`src/rtl/pc_sp_update_unit_if.sv`:
```
// Command/status bus of the PC/SP update engine. The stack_limit input exists
// only when PC_SP_STACK_LIMIT_EN is defined.
interface pc_sp_update_unit_if #(
    parameter int WIDTH = 16,
    parameter int IMM_W = 10
);
    logic             cmd_valid;
    logic             cmd_ready;
    logic [1:0]       cmd_op;
    logic [IMM_W-1:0] cmd_imm;
    logic [WIDTH-1:0] cmd_data;
    logic [WIDTH-1:0] pc_out;
    logic [WIDTH-1:0] sp_out;
    logic             done;
    logic             fault;
    logic [1:0]       fault_code;
    logic             fault_clear;
`ifdef PC_SP_STACK_LIMIT_EN
    logic [WIDTH-1:0] stack_limit;
`endif

    modport master (
        output cmd_valid, cmd_op, cmd_imm, cmd_data, fault_clear,
`ifdef PC_SP_STACK_LIMIT_EN
        output stack_limit,
`endif
        input  cmd_ready, pc_out, sp_out, done, fault, fault_code
    );

    modport slave (
        input  cmd_valid, cmd_op, cmd_imm, cmd_data, fault_clear,
`ifdef PC_SP_STACK_LIMIT_EN
        input  stack_limit,
`endif
        output cmd_ready, pc_out, sp_out, done, fault, fault_code
    );
endinterface

```
`src/rtl/pc_sp_update_unit.sv`:
```
// Registered PC/SP update engine: one command per two cycles, sticky alignment fault.
// Optional SP lower-bound fault enabled by defining PC_SP_STACK_LIMIT_EN.
module pc_sp_update_unit #(
    parameter int               WIDTH     = 16,
    parameter int               IMM_W     = 10,
    parameter int               IMM_SHIFT = 1,
    parameter logic [WIDTH-1:0] PC_RESET  = 16'h0000,
    parameter logic [WIDTH-1:0] SP_RESET  = 16'hFFFE,
    parameter int               PC_STEP   = 2
) (
    input logic               clk,
    input logic               reset,
    pc_sp_update_unit_if.slave bus
);

    typedef enum logic [1:0] {
        S_IDLE  = 2'b00,
        S_EXEC  = 2'b01,
        S_FAULT = 2'b10
    } state_e;

    typedef enum logic [1:0] {
        OP_ADD_SP_IMM = 2'b00,
        OP_ADD_PC_IMM = 2'b01,
        OP_PC_INC     = 2'b10,
        OP_LOAD_PC    = 2'b11
    } op_e;

    localparam logic [1:0] FC_NONE     = 2'b00;
    localparam logic [1:0] FC_MISALIGN = 2'b01;
`ifdef PC_SP_STACK_LIMIT_EN
    localparam logic [1:0] FC_SP_LIMIT = 2'b10;
`endif

    state_e           state_q, state_d;
    op_e              op_q, op_d;
    logic [WIDTH-1:0] operand_q, operand_d;
    logic [WIDTH-1:0] pc_q, pc_d;
    logic [WIDTH-1:0] sp_q, sp_d;
    logic             done_q, done_d;
    logic             fault_q, fault_d;
    logic [1:0]       code_q, code_d;

    logic [WIDTH-1:0] imm_sext;
    logic [WIDTH-1:0] imm_ext;
    logic [WIDTH-1:0] base;
    logic [WIDTH-1:0] result;
    logic             writes_sp;
    logic             misalign;
    logic             sp_limit_hit;

    // Extension happens at accept time so the command register holds a ready operand.
    assign imm_sext = {{(WIDTH-IMM_W){bus.cmd_imm[IMM_W-1]}}, bus.cmd_imm};
    assign imm_ext  = imm_sext << IMM_SHIFT;

    assign writes_sp = (op_q == OP_ADD_SP_IMM);

    always_comb begin
        base = pc_q;
        unique case (op_q)
            OP_ADD_SP_IMM: base = sp_q;
            OP_ADD_PC_IMM: base = pc_q;
            OP_PC_INC:     base = pc_q;
            OP_LOAD_PC:    base = '0;
        endcase
    end

    assign result   = base + operand_q;
    assign misalign = !writes_sp && result[0];

`ifdef PC_SP_STACK_LIMIT_EN
    assign sp_limit_hit = writes_sp && (result < bus.stack_limit);
`else
    assign sp_limit_hit = 1'b0;
`endif

    // NOTE: every signal gets a default before the case so no path leaves it
    // unassigned; a missing default would infer a latch.
    always_comb begin
        state_d   = state_q;
        op_d      = op_q;
        operand_d = operand_q;
        pc_d      = pc_q;
        sp_d      = sp_q;
        done_d    = 1'b0;
        fault_d   = fault_q;
        code_d    = code_q;

        unique case (state_q)
            S_IDLE: begin
                if (bus.cmd_valid) begin
                    op_d = op_e'(bus.cmd_op);
                    unique case (op_e'(bus.cmd_op))
                        OP_ADD_SP_IMM: operand_d = imm_ext;
                        OP_ADD_PC_IMM: operand_d = imm_ext;
                        OP_PC_INC:     operand_d = WIDTH'(PC_STEP);
                        OP_LOAD_PC:    operand_d = bus.cmd_data;
                    endcase
                    state_d = S_EXEC;
                end
            end
            S_EXEC: begin
                if (misalign) begin
                    fault_d = 1'b1;
                    code_d  = FC_MISALIGN;
                    state_d = S_FAULT;
                end else if (sp_limit_hit) begin
`ifdef PC_SP_STACK_LIMIT_EN
                    fault_d = 1'b1;
                    code_d  = FC_SP_LIMIT;
                    state_d = S_FAULT;
`endif
                end else begin
                    if (writes_sp) begin
                        sp_d = result;
                    end else begin
                        pc_d = result;
                    end
                    done_d  = 1'b1;
                    state_d = S_IDLE;
                end
            end
            S_FAULT: begin
                if (bus.fault_clear) begin
                    fault_d = 1'b0;
                    code_d  = FC_NONE;
                    state_d = S_IDLE;
                end
            end
            default: state_d = S_IDLE;
        endcase
    end

    // NOTE: sequential state uses non-blocking assignments so every register
    // samples its next value from the same pre-edge snapshot.
    always_ff @(posedge clk) begin
        if (reset) begin
            state_q <= S_IDLE;
            pc_q    <= PC_RESET;
            sp_q    <= SP_RESET;
            done_q  <= 1'b0;
            fault_q <= 1'b0;
            code_q  <= FC_NONE;
        end else begin
            state_q <= state_d;
            pc_q    <= pc_d;
            sp_q    <= sp_d;
            done_q  <= done_d;
            fault_q <= fault_d;
            code_q  <= code_d;
        end
    end

    // NOTE: the command register is left out of reset; it is always written on
    // accept before EXEC reads it, so a reset value would buy nothing.
    always_ff @(posedge clk) begin
        op_q      <= op_d;
        operand_q <= operand_d;
    end

    assign bus.cmd_ready  = (state_q == S_IDLE);
    assign bus.pc_out     = pc_q;
    assign bus.sp_out     = sp_q;
    assign bus.done       = done_q;
    assign bus.fault      = fault_q;
    assign bus.fault_code = code_q;

endmodule

```
`src/flat_wrapper.sv`:
```
// flat-port wrapper written by rule: the top's interface ports become plain ports
module pc_sp_update_unit_flat 
#(
    parameter int               WIDTH     = 16,
    parameter int               IMM_W     = 10,
    parameter int               IMM_SHIFT = 1,
    parameter logic [WIDTH-1:0] PC_RESET  = 16'h0000,
    parameter logic [WIDTH-1:0] SP_RESET  = 16'hFFFE,
    parameter int               PC_STEP   = 2
)
  (clk, reset, bus_cmd_valid, bus_cmd_op, bus_cmd_imm, bus_cmd_data, bus_fault_clear, bus_cmd_ready, bus_pc_out, bus_sp_out, bus_done, bus_fault, bus_fault_code);
  pc_sp_update_unit_if #(.WIDTH(WIDTH), .IMM_W(IMM_W)) bus_i ();
  input logic clk;
  input logic reset;
  input wire logic [$bits(bus_i.cmd_valid)-1:0] bus_cmd_valid;
  input wire logic [$bits(bus_i.cmd_op)-1:0] bus_cmd_op;
  input wire logic [$bits(bus_i.cmd_imm)-1:0] bus_cmd_imm;
  input wire logic [$bits(bus_i.cmd_data)-1:0] bus_cmd_data;
  input wire logic [$bits(bus_i.fault_clear)-1:0] bus_fault_clear;
  output wire logic [$bits(bus_i.cmd_ready)-1:0] bus_cmd_ready;
  output wire logic [$bits(bus_i.pc_out)-1:0] bus_pc_out;
  output wire logic [$bits(bus_i.sp_out)-1:0] bus_sp_out;
  output wire logic [$bits(bus_i.done)-1:0] bus_done;
  output wire logic [$bits(bus_i.fault)-1:0] bus_fault;
  output wire logic [$bits(bus_i.fault_code)-1:0] bus_fault_code;
  assign bus_i.cmd_valid = bus_cmd_valid;
  assign bus_i.cmd_op = bus_cmd_op;
  assign bus_i.cmd_imm = bus_cmd_imm;
  assign bus_i.cmd_data = bus_cmd_data;
  assign bus_i.fault_clear = bus_fault_clear;
  assign bus_cmd_ready = bus_i.cmd_ready;
  assign bus_pc_out = bus_i.pc_out;
  assign bus_sp_out = bus_i.sp_out;
  assign bus_done = bus_i.done;
  assign bus_fault = bus_i.fault;
  assign bus_fault_code = bus_i.fault_code;
  pc_sp_update_unit #(.WIDTH(WIDTH), .IMM_W(IMM_W), .IMM_SHIFT(IMM_SHIFT), .PC_RESET(PC_RESET), .SP_RESET(SP_RESET), .PC_STEP(PC_STEP)) u_core (.clk(clk), .reset(reset), .bus(bus_i));
endmodule
```
`config.mk`:
```
export PLATFORM = sky130hd
export DESIGN_NAME = pc_sp_update_unit_flat
export DESIGN_NICKNAME = d
export VERILOG_FILES = /design/src/rtl/pc_sp_update_unit_if.sv /design/src/rtl/pc_sp_update_unit.sv /design/src/flat_wrapper.sv
export SDC_FILE = /design/constraint.sdc
export NUM_CORES = 1
export LEC_CHECK = 0
export ABC_AREA = 0
export BUFFER_PORTS_ARGS = -buffer_cell sky130_fd_sc_hd__clkbuf_2
export CAP_MARGIN = 25
export CORE_AREA = 3 3 146 77
export DETAILED_ROUTE_END_ITERATION = 8
export DIE_AREA = 0 0 149 80
export PLACE_DENSITY_LB_ADDON = 0.08
export SLEW_MARGIN = 25
export SYNTH_ARGS = -nofsm -noshare
export SYNTH_HDL_FRONTEND = slang
export SYNTH_SLANG_ARGS = --single-unit
export TNS_END_PERCENT = 100
```
`constraint.sdc`:
```
create_clock -name clk -period 3.8 [get_ports clk]
set_input_delay 0 -clock clk [delete_from_list [all_inputs] [get_ports clk]]
set_output_delay 0 -clock clk [all_outputs]
set_load 0.03 [all_outputs]
```
==> impl_metrics.toml, run 1 <==
[timing]
finalCriticalPeriod_ns = 3.39
layout_setup_ws_ns = 0.410
rsz0062_at_grt = "no"
tightest_slew_ns = 0.893
tns_ns = 0
clock_skew_ns = 0.00534
drv_slew = 0
fin_crit_sh = 0.892
hold_viol = 0
setup_viol = 0
max_slew_margin = 0.404
fmax_ghz = 0.295
hold_ws_ns = 0.0124

[floorplan]
rows = 26
die_y_um = 80
coreArea_mm2 = 0.0101
die-area_mm2 = 0.0119
fp.dieW_um = 149
ioPinCount = 69
initial_core_util = 0.299

[logic_synthesis]
synth_cells = 357
synth_edf_count = 18
syn_nets = 407
syn_avg_cell_area_um2 = 8.46
synth.yosys.warnings = 0
yosys_most_used_dff = "dfxtp_1"
ys_seq_area_frac = 0.418
synth_cell_types = 55
synth_largest_area_cell = "dfxtp_1"
async_flop_share = 0
synth_top_area_frac = 0.239
synth-seq-cells = 54
syn_area_mm2 = 0.00302
synth.area.top_cells = "dfxtp_1 (24%), edfxtp_1 (18%), nand2_1 (9.1%)"

[final_layout]
syn_to_final_growth_pct = 25.3
n_fill_cell = 1036
drive_gt1_frac = 0.208
post-route-util = 0.375
final_area_mm2 = 0.00378
nets = 477
n_antenna_cell = 0
final_cells = 568

[critical_path]
crit_fanout = 20
endpoint_kind = "flip-flop"
r2r_setup_slack_ns = 0.41
setup.worst_path.class = "reg2reg"
worstPathRequired_ns = 3.96
reg2reg_depth = 11
crit_path_start_kind = "flip-flop"
r2r-end = "u_core.bus.sp_out[12]$_SDFFE_PP1P_"
r2r_start = "u_core.op_q[0]$_DFFE_PP_"
critPathArrivalTime_ns = 3.55

[job]
drv_cap = 0

[clock_tree]
ctsResizeCount = 0
cts.path.max_buffers = 2
cts_buffers = 5
tritoncts = "done"
cts.sinks = 54
post_cts_buffers = 0
htree_levels = 2
clk_pin_slew_worst_paths_ns = 0.07
cts-root-buf = "clkbuf_16"
clkLatencyLatePin_ns = 0.29

[place]
port_buffers = 67
gp_congestion = 0.890
dp_hpwl_um = 6600
dp_cells = 547
post-place-ws_ns = 0.394
dpl_cell_area_mm2 = 0.00348

[worst_hold_path]
holdPathStages = 2
whs_endpoint = "u_core.operand_q[10]$_DFFE_PP_"
hp-start = "bus_cmd_data[10]"
holdCritPathClass = "in2reg"

[pwr]
power.total_mw = 1.54
power_density_mw_per_mm2 = 408
p_leak_nw = 1.69
peakVddDrop_v = 0.000162

[drt]
vias = 2728
initialDrtViolationCount = 192
wl_um = 8650
via_per_inst = 4.80
wire_per_inst_um = 15.2
drt_pass1_iterations = 6
drc = 0
antenna_left = 0

[grt]
grt_pass1_vias = 2559
antenna_found_initial = 0
track_usage = 0.151
grt_first_pass_wirelength_um = 13800
grt_max_degree = 23
grt-ovfl-total = 0

[status]
status = "complete, no violations"
-- how the worst max path moves through the flow --
stage                                               to  slack (ns)                     start  depth (start not counted)
floorplan           u_core.bus.sp_out[12]$_SDFFE_PP1P_        0.85  u_core.op_q[0]$_DFFE_PP_                         13
CTS                 u_core.bus.sp_out[12]$_SDFFE_PP1P_        0.38  u_core.op_q[0]$_DFFE_PP_                         11
global route        u_core.bus.sp_out[12]$_SDFFE_PP1P_        0.10  u_core.op_q[0]$_DFFE_PP_                         11
global placement    u_core.bus.sp_out[14]$_SDFFE_PP1P_        0.37  u_core.op_q[0]$_DFFE_PP_                         11
detailed placement  u_core.bus.sp_out[12]$_SDFFE_PP1P_        0.39  u_core.op_q[0]$_DFFE_PP_                         11
finish              u_core.bus.sp_out[12]$_SDFFE_PP1P_        0.41  u_core.op_q[0]$_DFFE_PP_                         11
-- registers in the layout (all words and copies together) (netlist names) --
register	cells
u_core.operand_q	16
u_core.op_q	2
u_core.bus.pc_out	16
u_core.bus.sp_out	16
u_core.bus.done	1
u_core.bus.fault_code	1
u_core.state_q	2
-- per-layer routing --
layer	vias up	track usage	wire length [µm]
met3	6	0.0380	483
met1	1238	0.230	4750
met5	-	0	0
met2	90	0.211	3390
met4	0	0.0292	28
li1	1394	-	-
-- kinds of logic after synthesis --
family,after synthesis,synth area share
simple gates,129,0.194
compound gates,100,0.210
flops,54,0.418
buf+inv,38,0.0497
fa+ha+maj,18,0.0771
xor+xnor,14,0.0406
mux,3,0.00995
other cells,1,0.00124
-- report_power, final --
part,leakage (nW),internal [mW],total (mW),switching (mW)
Combinational,1.14,0.131,0.355,0.224
Sequential,0.469,0.631,0.655,0.0245
Clock,0.0841,0.330,0.532,0.202
-- area by class of cell --
cell class	instances	area [µm²]	area share
Multi-Input combinational cell	265	1610	0.425
Sequential cell	54	1260	0.333
Timing Repair Buffer	86	510	0.135
Tap cell	140	175	0.0463
Clock buffer	7	143	0.0377
Inverter	15	56.3	0.0149
Clock inverter	1	30.0	0.00794
-- synth_stat cells, types with 2 or more instances --
cell	instances
nand2_1	73
dfxtp_1	36
o21ai_0	33
a21oi_1	25
clkbuf_1	20
nor2_1	19
edfxtp_1	18
ha_1	17
inv_1	15
and2_1	8
o211ai_1	8
a21o_1	7
nand3_1	7
xnor2_1	7
xor2_1	7
nand4_1	4
a31oi_1	3
and3_1	3
mux2i_1	3
buf_4	2
nand2b_1	2
nand3b_1	2
nor2b_1	2
nor3_1	2
o22ai_1	2
o31ai_1	2
o31ai_2	2
-- layout by cell type, fill, tap and decap left out, types with 8 or more instances in the layout --
| master | n |
|---|---|
| and2_1 | 8 |
| o211ai_1 | 8 |
| dlygate4sd3_1 | 13 |
| ha_1 | 17 |
| a21oi_1 | 25 |
| o21ai_0 | 33 |
| clkbuf_2 | 67 |
| nor2_1 | 19 |
| inv_1 | 15 |
| dfxtp_1 | 36 |
| edfxtp_1 | 18 |
| nand2_1 | 73 |
-- repair_timing --
| item | CTS | global route |
|---|---|---|
| hold buffers | 13 | 0 |
| hold endpoints to repair | 13 | 0 |
| endpoints found under the setup margin | 0 | 0 |
-- critical path, stage by stage (launching register included) --
cell      delay (ns)
edfxtp_1        0.37
inv_1           0.07
ha_1            0.61
o21ai_0         0.20
ha_1            0.25
fa_1            0.40
a21o_1          0.20
a221oi_2        0.40
o21ai_2         0.18
a21oi_1         0.32
xor2_1          0.16
o21ai_0         0.09
Note: power is estimated with default switching activity, not from simulation.
==> run 2, diff against run 1 <==
--- a/config.mk
+++ b/config.mk
@@ -5,12 +5,11 @@
 export SDC_FILE = /design/constraint.sdc
 export NUM_CORES = 1
 export LEC_CHECK = 0
-export ABC_AREA = 0
+export ABC_AREA = 1
 export BUFFER_PORTS_ARGS = -buffer_cell sky130_fd_sc_hd__clkbuf_2
-export CAP_MARGIN = 25
-export CORE_AREA = 3 3 146 77
+export CORE_AREA = 3 3 151 80
 export DETAILED_ROUTE_END_ITERATION = 8
-export DIE_AREA = 0 0 149 80
+export DIE_AREA = 0 0 154 83
 export PLACE_DENSITY_LB_ADDON = 0.08
 export SLEW_MARGIN = 25
 export SYNTH_ARGS = -nofsm -noshare
==> constraint.sdc (replaced) <==
create_clock -name clk -period 3.8 [get_ports clk]
set_input_delay 0.19 -clock clk [delete_from_list [all_inputs] [get_ports clk]]
set_output_delay 0.19 -clock clk [all_outputs]
set_load 0.03 [all_outputs]
==> impl_metrics.toml, run 2 <==
[drt]
antenna_left = 0
vias = 2907
wl_um = 9310
via_per_inst = 4.45
drc = 0
wire_per_inst_um = 14.3
initialDrtViolationCount = 219
drt_pass1_iterations = 5

[grt]
grt_max_degree = 34
grt-ovfl-total = 0
grt_pass1_vias = 2747
grt_first_pass_wirelength_um = 15000
track_usage = 0.148
antenna_found_initial = 0

[final_layout]
nets = 557
multi_input_area_mm2 = 0.00158
n_fill_cell = 1159
n_antenna_cell = 0
final_area_mm2 = 0.00384
layout_common_cells = "nand2_1 (142), inv_1 (73), clkbuf_2 (67), dfxtp_1 (36), a21oi_1 (32)"
ff_latch_area_mm2 = 0.00126
post-route-util = 0.354
syn_to_final_growth_pct = 19.3
final_common_cell = "nand2_1"
final_cells = 653
drive_gt1_frac = 0.189

[logic_synthesis]
synth_largest_area_cell = "dfxtp_1"
synth_edf_count = 18
yosys_most_used_dff = "dfxtp_1"
ys_top_cells_by_count = "nand2_1 (142), inv_1 (73), dfxtp_1 (36), a21oi_1 (32), o21ai_0 (19)"
syn_avg_cell_area_um2 = 7.26
ys_seq_area_frac = 0.391
synth_top_area_frac = 0.224
synth.yosys.warnings = 0
synth.area.top_cells = "dfxtp_1 (22%), edfxtp_1 (17%), nand2_1 (17%)"
async_flop_share = 0
synth-seq-cells = 54
syn_nets = 494
synth_cells = 444
syn_area_mm2 = 0.00322
synth_cell_types = 34
synth.most_common_cell = "nand2_1"

[floorplan]
ioPinCount = 69
die-area_mm2 = 0.0128
rows = 27
die_y_um = 83
fp.dieW_um = 154
coreArea_mm2 = 0.0108
initial_core_util = 0.297

[clock_tree]
post_cts_buffers = 0
htree_levels = 2
cts-root-buf = "clkbuf_16"
cts_hold_buffers = 0
cts.sinks = 54
cts_buffers = 5
ctsResizeCount = 0
clk_pin_slew_worst_paths_ns = 0.07
clkLatencyLatePin_ns = 0.30
tritoncts = "done"
cts.path.max_buffers = 2

[pwr]
p_seq_frac = 0.426
intPower_mw = 1.04
p_sw_frac = 0.323
p_switching_mw = 0.496
power_density_mw_per_mm2 = 399
pwr-share-comb = 0.244
p_leak_nw = 1.97
peakVddDrop_v = 0.000127
power.total_mw = 1.53
clkPwrFrac = 0.330

[timing]
finalCriticalPeriod_ns = 2.84
tightest_slew_ns = 0.846
layout_setup_ws_ns = 0.960
drv_slew = 0
rsz0062_at_grt = "no"
fmax_ghz = 0.352
clock_skew_ns = 0.00698
hold_ws_ns = 0.108
setup_viol = 0
tns_ns = 0
fin_crit_sh = 0.747
max_slew_margin = 0.436
hold_viol = 0

[critical_path]
setup.worst_path.class = "reg2reg"
r2r_setup_slack_ns = 0.96
critPathArrivalTime_ns = 3.04
crit_fanout = 14
worstPathRequired_ns = 4.00
endpoint_kind = "flip-flop"
crit_path_start_kind = "flip-flop"

[place]
gp_congestion = 0.845
post-place-ws_ns = 0.952
dpl_cell_area_mm2 = 0.00368
port_buffers = 67
dp_hpwl_um = 7170
dp_cells = 645

[job]
drv_cap = 0

[status]
status = "complete, no violations"

[worst_hold_path]
holdCritPathClass = "in2reg"
run 2: cell count changes after synthesis, sizes merged, moves of 7 or more:
cell    change
a22o        +9
nand2      +71
o211ai      -8
buf         +8
a21oi      +14
clkbuf     -17
a21o        -8
nand3      +11
xnor2       -7
o21ai      -10
inv        +62
run 2: power by group through the flow:
stage / clock [mW] / sequential (mW) / combinational [mW]
finish: 0.506 / 0.653 / 0.375
global route: 0.547 / 0.657 / 0.423
CTS: 0.521 / 0.654 / 0.374
detailed placement: 0 / 0.667 / 0.372
global placement: 0 / 0.668 / 0.377
floorplan: 0 / 0.690 / 0.238
run 2: metal layers:
layer / track usage / routed length (µm)
met5: 0 / 0
met4: 0.0377 / 84
met1: 0.243 / 5280
met3: 0.0312 / 631
met2: 0.186 / 3320
run 2: final timing paths:
| kind | startpoint | to | cells after the start |
|---|---|---|---|
| min | bus_cmd_op[0] | u_core.op_q[0]$_DFFE_PP_ | 1 |
| min reg2reg | u_core.bus.pc_out[2]$_SDFFE_PP0P_ | u_core.bus.pc_out[2]$_SDFFE_PP0P_ | 2 |
| max reg2reg | u_core.op_q[0]$_DFFE_PP_ | u_core.bus.pc_out[15]$_SDFFE_PP0P_ | 17 |
| max | u_core.op_q[0]$_DFFE_PP_ | u_core.bus.pc_out[15]$_SDFFE_PP0P_ | 17 |
run 2: cell type report:
| cell class | instances | area share |
|---|---|---|
| clock inverter | 1 | 0.00163 |
| sequential | 54 | 0.328 |
| clock buffer | 7 | 0.0401 |
| multi-input combinational | 297 | 0.411 |
| tap | 145 | 0.0472 |
| inverter | 79 | 0.0785 |
| timing repair buffer | 70 | 0.0931 |
run 2: cells by family (layout without fill, tap and decap cells):
group / Yosys count / count (layout) / share of synthesized area
other cells: 1 / 1 / 0.00116
buf+inv: 93 / 157 / 0.120
flops: 54 / 54 / 0.391
fa+ha+maj: 18 / 18 / 0.0722
compound gates: 76 / 76 / 0.139
xor+xnor: 7 / 7 / 0.0190
simple gates: 195 / 195 / 0.258
run 2: critical path, stage by stage (launching register included):
cell and delay [ns]:
edfxtp_1 0.33, inv_1 0.04, ha_1 0.26, inv_1 0.04, nor2_1 0.11, inv_1 0.24, o21ai_0 0.42, ha_1 0.36
nand2_1 0.14, inv_1 0.05, nand2_1 0.05, nand2_1 0.05, a21oi_1 0.28, nand2_1 0.12, nand2_2 0.08, nand3_2 0.05
nand2_1 0.06, inv_1 0.03
